## config.mk

```make
export PLATFORM = sky130hd
export DESIGN_NAME = time_of_day_counter
export DESIGN_NICKNAME = d
export VERILOG_FILES = /design/src/rtl/time_of_day_counter.sv
export SDC_FILE = /design/constraint.sdc
export NUM_CORES = 1
export LEC_CHECK = 0
export BUFFER_PORTS_ARGS = -buffer_cell sky130_fd_sc_hd__buf_2
export CAP_MARGIN = 5
export CORE_MARGIN = 2
export CORE_UTILIZATION = 30
export CTS_CLUSTER_DIAMETER = 30
export CTS_CLUSTER_SIZE = 25
export DETAILED_ROUTE_END_ITERATION = 7
export GPL_TIMING_DRIVEN = 0
export PLACE_DENSITY = 0.58
export SYNTH_ARGS = -nofsm -noshare
export SYNTH_HDL_FRONTEND = slang
export SYNTH_SLANG_ARGS = --single-unit
```

## constraint.sdc

```tcl
create_clock -name i_clk -period 2.21 [get_ports i_clk]
set_input_delay 0.221 -clock i_clk [delete_from_list [all_inputs] [get_ports i_clk]]
set_output_delay 0.221 -clock i_clk [all_outputs]
set_load 0.005 [all_outputs]
```

## src/rtl/time_of_day_counter.sv

```systemverilog
// time_of_day_counter: BCD HH:MM:SS time of day driven by a 1 Hz tick, with push-button set mode.
// Define CLOCK_12H_EN for 12 h operation with a PM flag; the default build counts 24 h.
module time_of_day_counter #(
    parameter logic [7:0] RESET_HH = 8'h00,
    parameter logic [7:0] RESET_MM = 8'h00,
    parameter logic [7:0] RESET_SS = 8'h00
) (
    input  logic       i_clk,
    input  logic       i_clear,
    input  logic       i_tick,
    input  logic       i_mode,
    input  logic       i_inc_min,
    input  logic       i_inc_hr,
    output logic [3:0] o_sec_ones,
    output logic [2:0] o_sec_tens,
    output logic [3:0] o_min_ones,
    output logic [2:0] o_min_tens,
    output logic [3:0] o_hr_ones,
    output logic [1:0] o_hr_tens,
    output logic       o_min_carry,
    output logic       o_day_pulse,
    output logic       o_pm
);
    typedef enum logic {ST_RUN, ST_SET} state_t;
`ifdef CLOCK_12H_EN
    localparam bit         H12     = 1'b1;
    localparam logic [5:0] HH_LAST = 6'h11;
    localparam logic [5:0] HH_RST  = 6'h12;
`else
    localparam bit         H12     = 1'b0;
    localparam logic [5:0] HH_LAST = 6'h23;
    localparam logic [5:0] HH_RST  = RESET_HH[5:0];
`endif
    state_t     r_state;
    logic [2:0] r_s1, r_s2, r_hist;
    logic [6:0] r_ss, r_mm;
    logic [5:0] r_hh;
    logic       r_min_carry, r_day_pulse, r_pm;
    logic [2:0] w_rise;

    function automatic logic [6:0] inc_60(input logic [6:0] v);
        return v[3:0] == 4'd9 ? (v[6:4] == 3'd5 ? 7'h00 : {v[6:4] + 3'd1, 4'd0})
                              : {v[6:4], v[3:0] + 4'd1};
    endfunction

    // 12 h wraps 12 -> 01 (11 -> 12 falls out of the plain ones increment)
    function automatic logic [5:0] inc_hr(input logic [5:0] v);
        return v == (H12 ? 6'h12 : 6'h23) ? (H12 ? 6'h01 : 6'h00)
             : v[3:0] == 4'd9 ? {v[5:4] + 2'd1, 4'd0} : {v[5:4], v[3:0] + 4'd1};
    endfunction

    // bit 0 = mode, 1 = inc_min, 2 = inc_hr; entering SET needs a mode rising edge
    assign w_rise = r_s2 & ~r_hist;

    always_ff @(negedge i_clk or negedge i_clear) begin
        if (!i_clear) begin
            r_s1        <= '1;
            r_s2        <= '1;
            r_hist      <= '1;
            r_state     <= ST_RUN;
            r_hh        <= HH_RST;
            r_mm        <= RESET_MM[6:0];
            r_ss        <= RESET_SS[6:0];
            r_min_carry <= 1'b0;
            r_day_pulse <= 1'b0;
            r_pm        <= 1'b0;
        end else begin
            r_s1        <= {i_inc_hr, i_inc_min, i_mode};
            r_s2        <= r_s1;
            r_hist      <= r_s2;
            r_min_carry <= 1'b0;
            r_day_pulse <= 1'b0;
            if (r_state == ST_RUN) begin
                if (w_rise[0]) begin
                    r_state <= ST_SET;
                    r_ss    <= '0;
                end else if (i_tick) begin
                    r_ss <= inc_60(r_ss);
                    if (r_ss == 7'h59) begin
                        r_min_carry <= 1'b1;
                        r_mm        <= inc_60(r_mm);
                        if (r_mm == 7'h59) begin
                            r_hh <= inc_hr(r_hh);
                            if (r_hh == HH_LAST) begin
                                r_pm        <= H12 ? ~r_pm : 1'b0;
                                r_day_pulse <= H12 ? r_pm : 1'b1;
                            end
                        end
                    end
                end
            end else begin
                if (!r_s2[0]) r_state <= ST_RUN;
                if (w_rise[1]) r_mm <= inc_60(r_mm);
                if (w_rise[2]) begin
                    r_hh <= inc_hr(r_hh);
                    if (r_hh == HH_LAST) r_pm <= H12 ? ~r_pm : 1'b0;
                end
            end
        end
    end

    assign o_sec_ones  = r_ss[3:0];
    assign o_sec_tens  = r_ss[6:4];
    assign o_min_ones  = r_mm[3:0];
    assign o_min_tens  = r_mm[6:4];
    assign o_hr_ones   = r_hh[3:0];
    assign o_hr_tens   = r_hh[5:4];
    assign o_min_carry = r_min_carry;
    assign o_day_pulse = r_day_pulse;
    assign o_pm        = r_pm;
endmodule

```

==> results.cfg, run 1 <==
[timing]
final-hold-violation-count = 0
hold_ws_ps = 348
setup_slack_ps = 23.1
drv_slew = 0
worst_pin_slew_ps = 707
setup_viol = 0
relSlewSlack_pct = 52.9
setup_tns_ps = 0
rsz0062_at_grt = yes
clock-skew-final_ps = 54.4

[logic_synthesis]
synthArstFlopShare_pct = 100
netlist_instances = 145
syn-cell-area_sq_um = 1600
synth-edff-count = 0
yosys_warnings = 0
synth_mux_area_share_pct = 4.85
syn_nets = 156
synth_top_flop_cell = dfrtn_1
syn_area_per_cell_sq_um = 11.0
synth_seq_area_share_pct = 50.8
synth_compound_area_share_pct = 15.2
synth_top_family_by_area = simple AND/OR/NAND/NOR gates
synthSimpleGateAreaFrac_pct = 20.3
yosys_register_bits = 32
yosys.cell_types.count = 47
synth_xor_area_share_pct = 1.10
synth_fa_ha_area_share_pct = 3.91

[power]
power_density_nw_per_um2 = 918
clockPowerShare_pct = 28.7
p_leak_nw = 1.05
vdd_drop_max_uv = 617
design_power_total_mw = 1.95
power_switching_uw = 599
swShare_pct = 30.8
p_comb_share_pct = 32.6
p_seq_share_pct = 38.6
internal_power_mw = 1.35

[setup_path]
path_max_fanout = 4
critPathBufInv = 1
r2r_slack_ps = 300
slowest_stage = dfrtn_1
required_ps = 1990
worstSetupStartpointType = register
r2r_start = r_ss[0]$_DFFE_NN0P_
arrival_ps = 1970
reg2reg_to = r_mm[3]$_DFFE_NN0P_
crit_family = flip-flops
critPathKind = reg -> out
r2r_cells = 7
critPathMaxStageDelay_ps = 450
timing.critical_path.to_type = output pin
path_cells = buf_2

[placed_design]
place_area_sq_um = 1850
portBuffers = 26
gp_congestion = 0.730
dp_slack_ps = -263
dp_cells = 241
dp_hpwl_mm = 2.17

[clock_tree]
cts_tree = built
cts_buffer_depth = 2
path_clk_slew_ps = 50
clk_latency_ps = 330
htreeDepth = 2
cts_buffers = 5
root_buffer = clkbuf_8
cts.sinks = 32

[floorplanning]
core_area_sq_um = 5140
dieArea_sq_um = 5930
die_h_microns = 77.0
die_w_microns = 77.0
start_util_pct = 31.1
row_count = 26
pin_count = 29

[cells_and_area]
final_util_pct = 41.2
drive_above_1_share_pct = 38.0
syn_to_final_growth_pct = 32.5
final_cells = 275
n_antenna_cell = 0
fin_nets = 215
fin_area_sq_um = 2120

[hold_path]
min_to = r_s2[1]$_DFF_NN1_
hold_path.class = reg -> reg
min_path_cells = 0
hp-start = r_s1[1]$_DFF_NN1_

[grt]
overflow = 0
gr-usage-all-layers_pct = 11.4
grt_pass1_vias = 1200
antenna_found_initial = 0
grt_start_max_net_pins = 33
grt_pass1_wl_mm = 5.51

[drt]
detail-route-antenna-nets = 0
drt_pass1_iterations = 5
via_count = 1286
wl_mm = 3.25
remaining_drc_errors = 0
wl_per_cell_microns = 11.8
drt-vias-per-instance = 4.68
drtIter0Drc = 91

[run]
cap_viol_max_count = 0

[run_status]
status = finished clean
==> cells by family (layout without fill, tap and decap cells) <==
logic type	Yosys count	in the layout
multiplexers	6	6
other	1	1
XOR/XNOR	2	2
AND/OR/NAND/NOR	56	56
AO/OA/AOI/OAI	31	31
flip-flops	32	32
buffers and inverters	12	72
adder cells (fa/ha/maj)	5	5
==> cells in the mapped netlist (2+ instances only) <==
cell type	instances	share of area, %
nand3b_1	2	0.94
ha_1	5	3.9
nand2b_1	4	1.6
o21ai_0	8	2.5
a21boi_0	2	0.94
xnor2_1	2	1.1
dfstp_2	9	15
o211ai_1	2	0.94
nand2_1	13	3.1
a32o_1	2	1.3
dfrtn_1	23	36
o311a_1	2	1.3
nor3_1	6	1.9
nand3_1	7	2.2
and3b_1	5	2.7
inv_1	8	1.9
a21oi_1	3	0.94
nor2b_1	2	0.78
buf_4	3	1.4
nor2_1	6	1.4
o2bb2ai_1	2	1.1
mux2_4	3	2.8
and3_1	2	0.78
==> layer usage <==
metal	share of wire, %	track usage (%)	vias to the layer above
li1	-	-	643
met1	50	15.5	617
met2	45	17.5	24
met3	4.1	3.18	2
met4	0.43	3.75	0
met5	0	0	-
==> registers in the layout (all words and copies together), names as in the netlist <==
signal,cells
r_s2,3
r_s1,3
r_hist,3
r_ss,7
o_day_pulse,1
r_state,1
r_mm,7
o_min_carry,1
r_hh,6
==> worst max path at each step <==
stage                                    from             endpoint  slack [ps]  cells after the start
after global routing      r_ss[1]$_DFFE_NN0P_        o_sec_ones[1]         -20                      1
final                     r_ss[6]$_DFFE_NN0P_        o_sec_tens[2]          20                      1
after detailed placement               i_tick  r_mm[1]$_DFFE_NN0P_        -260                      5
after CTS                 r_ss[1]$_DFFE_NN0P_        o_sec_ones[1]           4                      1
after floorplan                        i_tick  r_mm[1]$_DFFE_NN0P_        -180                      5
after global placement                 i_tick  r_mm[1]$_DFFE_NN0P_        -260                      5
==> power by group through the flow <==
stage                     logic [mW]  registers, mW  clock network, mW
after floorplan                0.284          0.816             0.0279
after global routing           0.705          0.765              0.628
after detailed placement       0.431          0.831             0.0279
final                          0.635          0.751              0.559
after global placement         0.424          0.834             0.0279
after CTS                      0.596          0.762              0.580
==> repair_timing <==
item	in CTS	in global routing
setup endpoints to repair	12	8
hold buffers	0	0
buffers inserted	12	6
endpoints found under the hold margin	0	0
resized for setup	0	0
pin swaps	0	1
==> placed cells by master (no fill, tap or decap), types with 3 or more instances in the layout <==
cell / n
ha_1: 5
nand2_1: 12
a21oi_1: 3
buf_4: 20
inv_1: 17
nor2_1: 6
mux2_4: 4
nand3_1: 7
and3b_1: 5
nor3_1: 6
buf_2: 27
dfrtn_1: 23
clkbuf_8: 5
nand2b_1: 4
o21ai_0: 8
dfstp_2: 9
==> cell type report <==
cell class | count | area [sq um]
flip-flops and latches | 32 | 812
inverters | 7 | 26.3
repair buffers | 44 | 265
clock buffers | 6 | 93.8
well taps | 70 | 87.6
fillers | 523 | 3020
multi-input cells | 101 | 754
clock inverters | 11 | 43.8
plain buffers | 4 | 35.0
(Power assumes the default switching activity.)
==> run 2, diff against run 1 <==
--- a/config.mk
+++ b/config.mk
@@ -13,7 +13,7 @@
 export CTS_CLUSTER_SIZE = 25
 export DETAILED_ROUTE_END_ITERATION = 7
 export GPL_TIMING_DRIVEN = 0
-export PLACE_DENSITY = 0.58
+export PLACE_DENSITY = 0.6
 export SYNTH_ARGS = -nofsm -noshare
 export SYNTH_HDL_FRONTEND = slang
 export SYNTH_SLANG_ARGS = --single-unit
==> constraint.sdc (replaced) <==
create_clock -name i_clk -period 1.8 [get_ports i_clk]
set_input_delay 0.18 -clock i_clk [delete_from_list [all_inputs] [get_ports i_clk]]
set_output_delay 0.18 -clock i_clk [all_outputs]
set_load 0.005 [all_outputs]
==> run 2 against run 1 <==
  * The flow now finishes with violations (negative setup slack)
  * Via count grew 10%
  * Worst setup slack lost 190 ps
  * Power grew 34%
  * Hold slack lost 3.7 ps
  * Critical path depth is the same
  * Combinational power grew 42%
  * Register-to-register slack lost 390 ps
  * Clock power grew 40%
==> results.cfg, run 2 (synthesized netlist as in run 1, its figures left out) <==
[setup_path]
worstSetupStartpointType = register
timing.critical_path.to_type = output pin
crit_family = flip-flops
arrival_ps = 1780
path_max_fanout = 4
required_ps = 1620
critPathKind = reg -> out
critPathBufInv = 1
critPathMaxStageDelay_ps = 450
slowest_stage = dfrtn_1
path_cells = buf_2

[floorplanning]
die_w_microns = 77.0
core_area_sq_um = 5140
row_count = 26
start_util_pct = 31.1
die_h_microns = 77.0
dieArea_sq_um = 5930
pin_count = 29

[timing]
relSlewSlack_pct = 53.1
setup_viol = 30
setup_slack_ps = -163
drv_slew = 0
hold_ws_ps = 345
worst_pin_slew_ps = 703
clock-skew-final_ps = 53.9
rsz0062_at_grt = yes
final-hold-violation-count = 0

[drt]
remaining_drc_errors = 0
wl_per_cell_microns = 12.6
drtIter0Drc = 97
detail-route-antenna-nets = 0
wl_mm = 3.70
via_count = 1421
drt_pass1_iterations = 4
drt-vias-per-instance = 4.85

[power]
p_comb_share_pct = 34.6
power_density_nw_per_um2 = 1110
vdd_drop_max_uv = 587
p_seq_share_pct = 35.5
power_switching_uw = 825
clockPowerShare_pct = 29.9
p_leak_nw = 1.14
swShare_pct = 31.5
design_power_total_mw = 2.62
internal_power_mw = 1.79

[placed_design]
portBuffers = 26
dp_hpwl_mm = 2.17
place_area_sq_um = 1850
dp_slack_ps = -409
gp_congestion = 0.722
dp_cells = 241

[cells_and_area]
layout_commonest_cell = buf_4
register_area_sq_um = 812
final_cells = 293
multi_input_area_sq_um = 837
reg_top3 = r_mm x7, r_ss x7, r_hh x6
n_antenna_cell = 0
syn_to_final_growth_pct = 48.0
drive_above_1_share_pct = 47.1
fin_nets = 233
fill_cells = 504
mostFrequentLayoutCells = 32 x buf_4, 27 x buf_2, 23 x dfrtn_1, 16 x inv_1, 12 x nand2_1
fin_area_sq_um = 2370

[clock_tree]
cts_buffer_depth = 2
cts_buffers = 5
cts.sinks = 32
hold_buffers = 0
cts_tree = built
root_buffer = clkbuf_8
clk_latency_ps = 350
htreeDepth = 2
path_clk_slew_ps = 50

[grt]
grt_pass1_wl_mm = 5.91
grt_pass1_vias = 1297
gr-usage-all-layers_pct = 12.5
overflow = 0
grt_start_max_net_pins = 33
antenna_found_initial = 0

[run_status]
violations = negative setup slack
status = finished with violations

[run]
cap_viol_max_count = 0

[hold_path]
hold_path.class = reg -> reg
-- run 2: cell count changes in the layout (fill, tap and decap cells not counted), moves of 2 or more --
cell / delta
o21ai_1: +2
a21oi_1: -2
a21oi_2: +2
nand3_1: -3
buf_6: +6
o21ai_0: -4
buf_4: +12
nand3_4: +2
-- run 2: timing repair --
action                                  in CTS  in global routing
endpoints found under the setup margin      30                 39
buffers inserted                            24                 12
gates resized for setup                      5                 19
pin swaps                                    2                 12
-- run 2: area by class of cell --
class | instances | area share, %
tap | 70 | 3.70
sequential | 32 | 34.3
buffer | 4 | 1.64
clock inverter | 12 | 3.23
clock buffer | 5 | 2.91
inverter | 7 | 1.11
multi-input combinational | 101 | 35.4
timing repair buffer | 62 | 17.7
-- run 2: power groups by stage --
stage,combinational (mW),clock [mW],sequential [mW]
floorplan,0.349,0.0342,1.00
global placement,0.517,0.0342,1.03
detailed placement,0.528,0.0342,1.03
CTS,0.801,0.808,0.927
global route,1.01,0.853,0.941
finish,0.904,0.783,0.929
-- run 2: path summary, 6_finish.rpt --
path | start | end | slack (ps) | depth (start not counted)
min in group asynchronous | i_clear | r_ss[5]$_DFFE_NN0P_ | 710 | 1
max in group asynchronous | i_clear | r_s1[2]$_DFF_NN1_ | 600 | 1
worst min register to register | r_s1[2]$_DFF_NN1_ | r_s2[2]$_DFF_NN1_ | 340 | 0
worst max register to register | r_ss[0]$_DFFE_NN0P_ | r_hh[2]$_DFFE_NN0P_ | -90 | 8
worst max-delay path | r_ss[2]$_DFFE_NN0P_ | o_sec_ones[2] | -160 | 1
worst min-delay path | r_s1[2]$_DFF_NN1_ | r_s2[2]$_DFF_NN1_ | 340 | 0
-- run 2: per-stage QoR --
| step | utilization (%) | setup TNS [ps] |
|---|---|---|
| 6_report | 46.0 | -2790 |
| 5_1_grt | 46.0 | -4090 |
| 4_1_cts | 42.7 | -3480 |
| 3_5_place_dp | 36.1 | -3670 |
| 3_3_place_gp | 36.1 | -3620 |
| 2_1_floorplan | - | -2320 |
-- run 2: layer usage --
layer / up-vias / wire length (microns) / global-route usage, %
met3: 5 / 157 / 3.65
met5: - / 0 / 0
met2: 38 / 1840 / 20.8
li1: 677 / - / -
met4: 0 / 48 / 4.29
met1: 701 / 1650 / 15.7
